**src/rtl/timer_alarm_ctrl.sv**
```systemverilog
// ============================================================================
// Module  : timer_alarm_ctrl
// Brief   : Prescaled 32-bit tick counter with NUM_CH one-shot/periodic alarms
// Revision: 1.0 - initial release
// ============================================================================
`default_nettype none

module timer_alarm_ctrl #(
  parameter int          NUM_CH        = 4,
  parameter logic [31:0] PRESC_DEFAULT = 32'h0001_0000
) (
  input  logic        clk,
  input  logic        rst,
  input  logic        cs,
  input  logic [31:0] addr,
  input  logic        we,
  input  logic [31:0] wdata,
  output logic [31:0] rdata,
  output logic        irq,
  output logic        tick_out
);

  localparam logic [3:0] c_A_CTRL  = 4'h0;
  localparam logic [3:0] c_A_PRESC = 4'h1;
  localparam logic [3:0] c_A_NOW   = 4'h2;
  localparam logic [3:0] c_A_PEND  = 4'h3;
  localparam logic [3:0] c_A_IEN   = 4'h4;

  logic              r_en;
  logic [NUM_CH-1:0] r_arm;
  logic [NUM_CH-1:0] r_pend;
  logic [NUM_CH-1:0] r_ien;
  logic [31:0]       r_presc;
  logic [31:0]       r_presc_cnt;
  logic              r_tick_q;
  logic [31:0]       r_now;
  logic [31:0]       r_cmp    [NUM_CH];
  logic [31:0]       r_period [NUM_CH];

  logic [3:0]        w_sel;
  logic              w_wr;
  logic              w_wr_ctrl;
  logic              w_wr_presc;
  logic              w_wr_now;
  logic              w_wr_pend;
  logic              w_wr_ien;
  logic [NUM_CH-1:0] w_wr_cmp;
  logic [NUM_CH-1:0] w_wr_per;
  logic [NUM_CH-1:0] w_fire;
  logic [NUM_CH-1:0] w_w1c;
  logic              w_unused;

  assign w_sel      = addr[5:2];
  assign w_wr       = cs && we;
  assign w_wr_ctrl  = w_wr && (w_sel == c_A_CTRL);
  assign w_wr_presc = w_wr && (w_sel == c_A_PRESC);
  assign w_wr_now   = w_wr && (w_sel == c_A_NOW);
  assign w_wr_pend  = w_wr && (w_sel == c_A_PEND);
  assign w_wr_ien   = w_wr && (w_sel == c_A_IEN);
  assign w_w1c      = w_wr_pend ? wdata[NUM_CH-1:0] : '0;
  assign w_unused   = ^{addr[31:6], addr[1:0]};

  // Matches use the pre-increment NOW of the tick cycle.
  for (genvar i = 0; i < NUM_CH; i++) begin : g_ch
    assign w_wr_cmp[i] = w_wr && (w_sel == 4'(8 + i));
    assign w_wr_per[i] = w_wr && (w_sel == 4'(12 + i));
    assign w_fire[i]   = r_tick_q && r_arm[i] && (r_now == r_cmp[i]);
  end

  always_ff @(posedge clk or posedge rst) begin
    if (rst) begin
      r_presc     <= PRESC_DEFAULT;
      r_presc_cnt <= '0;
      r_tick_q    <= 1'b0;
    end else if (w_wr_presc) begin
      r_presc     <= wdata;
      r_presc_cnt <= '0;
      r_tick_q    <= 1'b0;
    end else if (r_en) begin
      if (r_presc_cnt >= r_presc) begin
        r_presc_cnt <= '0;
        r_tick_q    <= 1'b1;
      end else begin
        r_presc_cnt <= r_presc_cnt + 32'd1;
        r_tick_q    <= 1'b0;
      end
    end else begin
      r_tick_q <= 1'b0;
    end
  end

  always_ff @(posedge clk or posedge rst) begin
    if (rst) begin
      r_now <= '0;
    end else if (w_wr_now) begin
      r_now <= wdata;
    end else if (r_tick_q) begin
      r_now <= r_now + 32'd1;
    end
  end

  // Fire sets PEND even when a W1C lands on the same edge.
  always_ff @(posedge clk or posedge rst) begin
    if (rst) begin
      r_en   <= 1'b0;
      r_ien  <= '0;
      r_pend <= '0;
    end else begin
      if (w_wr_ctrl) r_en <= wdata[0];
      if (w_wr_ien)  r_ien <= wdata[NUM_CH-1:0];
      r_pend <= (r_pend & ~w_w1c) | w_fire;
    end
  end

  always_ff @(posedge clk or posedge rst) begin
    if (rst) begin
      r_arm <= '0;
      for (int i = 0; i < NUM_CH; i++) begin
        r_cmp[i]    <= '0;
        r_period[i] <= '0;
      end
    end else begin
      for (int i = 0; i < NUM_CH; i++) begin
        if (w_wr_ctrl) begin
          r_arm[i] <= wdata[i+1];
        end else if (w_fire[i] && (r_period[i] == 32'd0)) begin
          r_arm[i] <= 1'b0;
        end
        if (w_wr_cmp[i]) begin
          r_cmp[i] <= wdata;
        end else if (w_fire[i] && (r_period[i] != 32'd0)) begin
          r_cmp[i] <= r_cmp[i] + r_period[i];
        end
        if (w_wr_per[i]) r_period[i] <= wdata;
      end
    end
  end

  always_comb begin
    rdata = '0;
    if (cs) begin
      case (w_sel)
        c_A_CTRL:  rdata[NUM_CH:0]   = {r_arm, r_en};
        c_A_PRESC: rdata             = r_presc;
        c_A_NOW:   rdata             = r_now;
        c_A_PEND:  rdata[NUM_CH-1:0] = r_pend;
        c_A_IEN:   rdata[NUM_CH-1:0] = r_ien;
        default:   rdata             = '0;
      endcase
      for (int i = 0; i < NUM_CH; i++) begin
        if (w_sel == 4'(8 + i))  rdata = r_cmp[i];
        if (w_sel == 4'(12 + i)) rdata = r_period[i];
      end
    end
  end

  assign irq      = |(r_pend & r_ien);
  assign tick_out = r_tick_q;

endmodule

`default_nettype wire

```
**config.mk**
```make
export PLATFORM = sky130hd
export DESIGN_NAME = timer_alarm_ctrl
export DESIGN_NICKNAME = d
export VERILOG_FILES = /design/src/rtl/timer_alarm_ctrl.sv
export SDC_FILE = /design/constraint.sdc
export NUM_CORES = 2
export LEC_CHECK = 0
export CORE_ASPECT_RATIO = 0.75
export CORE_MARGIN = 2
export CORE_UTILIZATION = 25
export DETAILED_ROUTE_END_ITERATION = 6
export GPL_ROUTABILITY_DRIVEN = 0
export SLEW_MARGIN = 15
export SYNTH_ARGS = -nofsm -noshare
export SYNTH_HDL_FRONTEND = slang
export SYNTH_SLANG_ARGS = --single-unit
export TNS_END_PERCENT = 30
```
**constraint.sdc**
```tcl
create_clock -name clk -period 12.7 [get_ports clk]
set_input_delay 2.54 -clock clk [delete_from_list [all_inputs] [get_ports clk]]
set_output_delay 2.54 -clock clk [all_outputs]
set_load 0.05 [all_outputs]
```
# Yosys cells after proc, flatten, opt, wreduce, memory -nomap -nowiden
# Index checks and enable logic that the tools add are counted.
# Widths: inputs -> output; s select.
[totals]
elab_cells = 133
out_inout_bits = 34
reg_bits = 366
inputBits = 68
[op_classes]
mux = 37
add_sub_neg = 6
n_eq_ne = 16
order_cmp = 1
n_reduce_logical = 50
bitwise_logic = 4
[op_table]
columns = ["operator", "count"]
rows = [
  ["$mux 32", 22],
  ["$add 32x32->32", 4],
  ["$eq 32x32->1", 4],
  ["$logic_not 32->1", 4],
  ["$reduce_bool 32->1", 4],
  ["$add 32x1->32 const B", 2],
  ["$pmux 27 s2", 1],
  ["$eq 4x4->1 const B", 8],
  ["$ge 32x32->1", 1],
  ["$logic_and 1x1->1", 30],
  ["$pmux 4 s5", 1],
  ["$reduce_bool 2->1", 10],
  ["$mux 1", 11],
  ["$and 4x4->4", 2],
  ["$eq 4x2->1 const B", 2],
  ["$eq 4x1->1 const B", 1],
  ["$eq 4x3->1 const B", 1],
  ["$logic_not 4->1", 1],
  ["$mux 4", 1],
  ["$not 4->4", 1],
  ["$or 4x4->4", 1],
  ["$reduce_or 4->1", 1],
  ["$pmux 1 s3", 1],
]

# Longest topological paths before layout
[logic_depth]
depth_word = 11
depth_mapped = 13
depth_no_buf = 13

# Worst setup path before layout
# OpenSTA, ideal clock, no wires.
[synth_path]
path_kind = "input-to-output"
from = "input port addr[5]"
to = "output port rdata[10]"
path_stages = 7
path_buffers = 3
t_arrival_ns = 4.766
required_time_ns = 10.160
setup_slack_ns = 5.394
path_cell_list = "or2_2 clkbuf_1 nor2_1 clkbuf_1 buf_1 a22oi_1 a41oi_1"
[synth_via]
elab_chain_cells = 11
elab_cells_between_ends = 20
classes_between = "10 x eq/ne; 10 x mux"
[synth_lines]
columns = ["item", "line", "text"]
rows = [
  ["start: declaration", "15", "input logic [31:0] addr,"],
  ["$eq 4x2->1 or $eq 4x1->1 (tied branches)", "142", "case (w_sel)"],
  ["$pmux 27 s2", "142", ""],
  ["$mux 32", "151", "if (w_sel == 4'(8 + i)) rdata = r_cmp[i];"],
  ["$mux 32", "152", "if (w_sel == 4'(12 + i)) rdata = r_period[i];"],
  ["$mux 32", "151", ""],
  ["$mux 32", "152", ""],
  ["$mux 32", "151", ""],
  ["$mux 32", "152", ""],
  ["$mux 32", "151", ""],
  ["$mux 32 *", "152", ""],
  ["$mux 32 *", "141", "if (cs) begin"],
  ["end: declaration", "18", "output logic [31:0] rdata,"],
]
# Every way passes the cells marked *; elsewhere a longest branch is shown, timed or not.

# Worst setup path in the final report
[layout_path]
from = "input port addr[4]"
to = "output port rdata[22]"
# Same word-level chain as after synthesis.

==> impl_metrics.yaml <==
status:
  status: "complete, but fails checks"
  violations: "design-rule violations"
critical_path:
  crit_buf_inv: 3
  criticalPathCategory: "input port to output pin"
  required_ns: 10.16
  cp_top_family: "buffers and inverters"
  cp_max_fo: 30
  cp_cell_sequence: "clkdlybuf4s50_1, nand2b_1, nor2_2, buf_4, a222oi_1, nand3_1, o21ai_0, a31oi_1, a221oi_1, nor2_1, clkdlybuf4s50_1"
  r2r_slack_ns: 8.97
  critPathLaunchType: "input port"
  end_kind: "output pin"
  cp_slowest_stage_delay_ns: 0.90
  crit_slowest_cell: "clkdlybuf4s50_1"
  cp_data_arrival_time_ns: 6.73
  crit_top_cell: "clkdlybuf4s50_1"
clock_network:
  htree_num_levels: 2
  clk_path_buf_depth: 3
  cts_hold_buf: 0
  cts_tree: "yes"
  numCtsBuffers: 41
  ctsResizeCount: 0
  clock-sinks: 366
  clockRootBuffer: "clkbuf_16"
  clkTransAtPathRegs_ns: 0.06
  clk_latency_ns: 0.59
  postCtsSetupBuffers: 0
yosys:
  syn_inst: 2913
  synth_flop_cell: "dfrtp_1"
  yosysSeqAreaShare: 0.348
  synth_top_area_cell: "dfrtp_1"
  synthTopCellsByArea: "dfrtp_1 35%, ha_1 7.5%, mux2_2 5.6%, xor2_1 4.9%, xnor2_1 4.2%"
  postSynth.asyncResetShare: 1.00
  synth.distinct_cells: 80
  syn-num-nets: 3143
  synth.avg_cell_area_um2: 9.03
  yosys_warnings: 0
  synth_edf_count: 0
  syn_area_um2: 26300
  synth_top_area_frac: 0.347
  ys_ff_latch: 366
sta:
  skew_ns: 0.0262
  min_period_ns: 9.27
  finalSetupTns_ns: 0
  tightestPinTransition_ns: 1.19
  grt_setup_unrepaired: "false"
  final_hold_viol_count: 0
  clock.fmax_ghz: 0.108
  setup_viol: 0
  fin_crit_sh: 0.730
  slew_headroom: 0.206
  slew_viol_final: 0
route:
  ant_nets: 0
  vias: 23614
  drt-initial-drc-count: 3540
  wl_per_cell_um: 23.4
  dr.pass1.iters: 7
  viasPerCell: 5.48
  totalWireLength_mm: 101
  drc: 8
finish:
  regArea_um2: 9160
  fillers: 10921
  stdcell_area_um2: 29700
  nets: 3104
  stdcell_count: 4311
  multi_input_area_um2: 16200
  syn_to_final_growth_pct: 13.1
  drive_gt1_frac: 0.0937
  post-route-util: 0.287
global_routing:
  grt_pass1_vias: 21647
  grt_max_degree: 103
  grt_remaining_overflow: 0
  grt_usage: 0.183
  grt_first_pass_wirelength_mm: 148
  antenna_found_initial: 9
floorplanning:
  io_pins: 102
  num_rows: 102
  die_width_um: 378
  coreArea_um2: 104000
  initial_core_util: 0.253
  die_h_um: 285
  die_area_um2: 108000
run:
  drv_cap: 0
place:
  portBuffers: 73
  placed_cell_area_um2: 28400
  dpl.cell_count: 4235
  hpwl_mm: 77.9
power:
  ir_drop_mv: 0.0937
  power_leakage_nw: 11.8
  power.total_mw: 5.62
  power_per_cell_area_nw_per_um2: 189
min_path:
  min_path_type: "flop to flop"
sequential cells by signal, indices dropped and copies added (netlist names):
| register | count |
|---|---|
| r_ien | 4 |
| r_now | 32 |
| r_presc | 32 |
| tick_out | 1 |
| r_period | 128 |
| r_arm | 4 |
| r_en | 1 |
| r_presc_cnt | 32 |
| r_cmp | 128 |
| r_pend | 4 |
final timing paths:
check,from,to,depth (start not counted)
worst max-delay path,addr[4],rdata[22],11
worst min-delay path,r_pend[0]$_DFF_PP0_,r_pend[0]$_DFF_PP0_,2
worst max register to register,r_period[0]$_DFFE_PP0P_,r_cmp[30]$_DFFE_PP0P_,13
worst min register to register,r_pend[0]$_DFF_PP0_,r_pend[0]$_DFF_PP0_,2
max in group asynchronous,rst,r_presc_cnt[11]$_DFFE_PP0P_,4
min in group asynchronous,rst,r_cmp[2]$_DFFE_PP0P_,2
metal layers:
| metal | routed length [um] | track usage |
|---|---|---|
| met5 | 55 | 0 |
| met4 | 3490 | 0.0579 |
| met3 | 13800 | 0.0590 |
| met2 | 37500 | 0.233 |
| met1 | 46100 | 0.283 |
placed cells by master (no fill, tap or decap), types with 44 or more instances in the layout:
cell type / netlist / final
nor4_1: 54 / 54
mux2i_1: 86 / 86
nand4_1: 46 / 46
nor3_1: 57 / 51
o21ai_0: 166 / 166
nand3_1: 60 / 60
ha_1: 158 / 158
a21oi_1: 168 / 168
xnor2_1: 125 / 125
mux2_2: 131 / 131
a22oi_1: 84 / 84
a211oi_1: 44 / 44
nor2_1: 182 / 165
a21o_1: 74 / 74
o21ai_1: 50 / 50
xor2_1: 148 / 148
dfrtp_1: 365 / 365
clkdlybuf4s50_1: 0 / 73
nand2_1: 255 / 254
inv_1: 83 / 82
power breakdown:
group,switching (mW),internal [mW],total (mW)
combinational,1.31,1.01,2.32
sequential,0.601,1.45,2.05
clock,0.526,0.724,1.25
stage by stage:
| stage | hold WS [ns] | setup slack, ns |
|---|---|---|
| 3_3_place_gp | 0.509 | 3.67 |
| 3_5_place_dp | 0.507 | 3.69 |
| 6_report | 0.535 | 3.43 |
| 5_1_grt | 0.541 | 3.32 |
| 4_1_cts | 0.524 | 3.70 |
| 2_1_floorplan | 0.459 | 0.00120 |
worst register-to-register path, cell delays in order, from the launching register on:
cell	delay (ns)
dfrtp_1	0.41
ha_1	0.21
inv_1	0.06
fa_1	0.45
nor2b_1	0.26
o31a_1	0.27
o211ai_1	0.17
a21oi_1	0.32
o21ai_1	0.17
a211oi_1	0.41
o21ai_1	0.18
a211oi_1	0.36
o2111ai_1	0.16
a41oi_1	0.22
synth_stat cells (36+ instances only):
cell type	count
nand3_1	60
a211oi_1	44
dfrtp_1	365
inv_1	83
o21ai_1	50
a21oi_1	168
a221oi_1	36
nand2_1	255
xnor2_1	125
o21ai_0	166
nor4_1	54
nor2_1	182
clkbuf_1	147
ha_1	158
nand4_1	46
mux2_2	131
a21o_1	74
nor3_1	57
xor2_1	148
mux2i_1	86
a22oi_1	84
layout make-up:
type	instances	share of cell area
Sequential cell	366	0.308
Inverter	85	0.0110
Clock buffer	58	0.0394
Antenna cell	3	0.000252
Clock inverter	15	0.00610
Tap cell	1404	0.0591
Timing Repair Buffer	104	0.0324
Multi-Input combinational cell	2276	0.544
cell families (layout without fill, tap and decap cells):
group | after synthesis | count (layout) | synth area share
simple gates | 790 | 790 | 0.143
other cells | 0 | 3 | 0
mux | 217 | 217 | 0.0888
buf+inv | 271 | 262 | 0.0411
compound gates | 833 | 833 | 0.209
xor+xnor | 274 | 274 | 0.0915
flops | 366 | 366 | 0.348
fa+ha+maj | 162 | 162 | 0.0782
No activity file was read; power rests on OpenSTA's default activity.
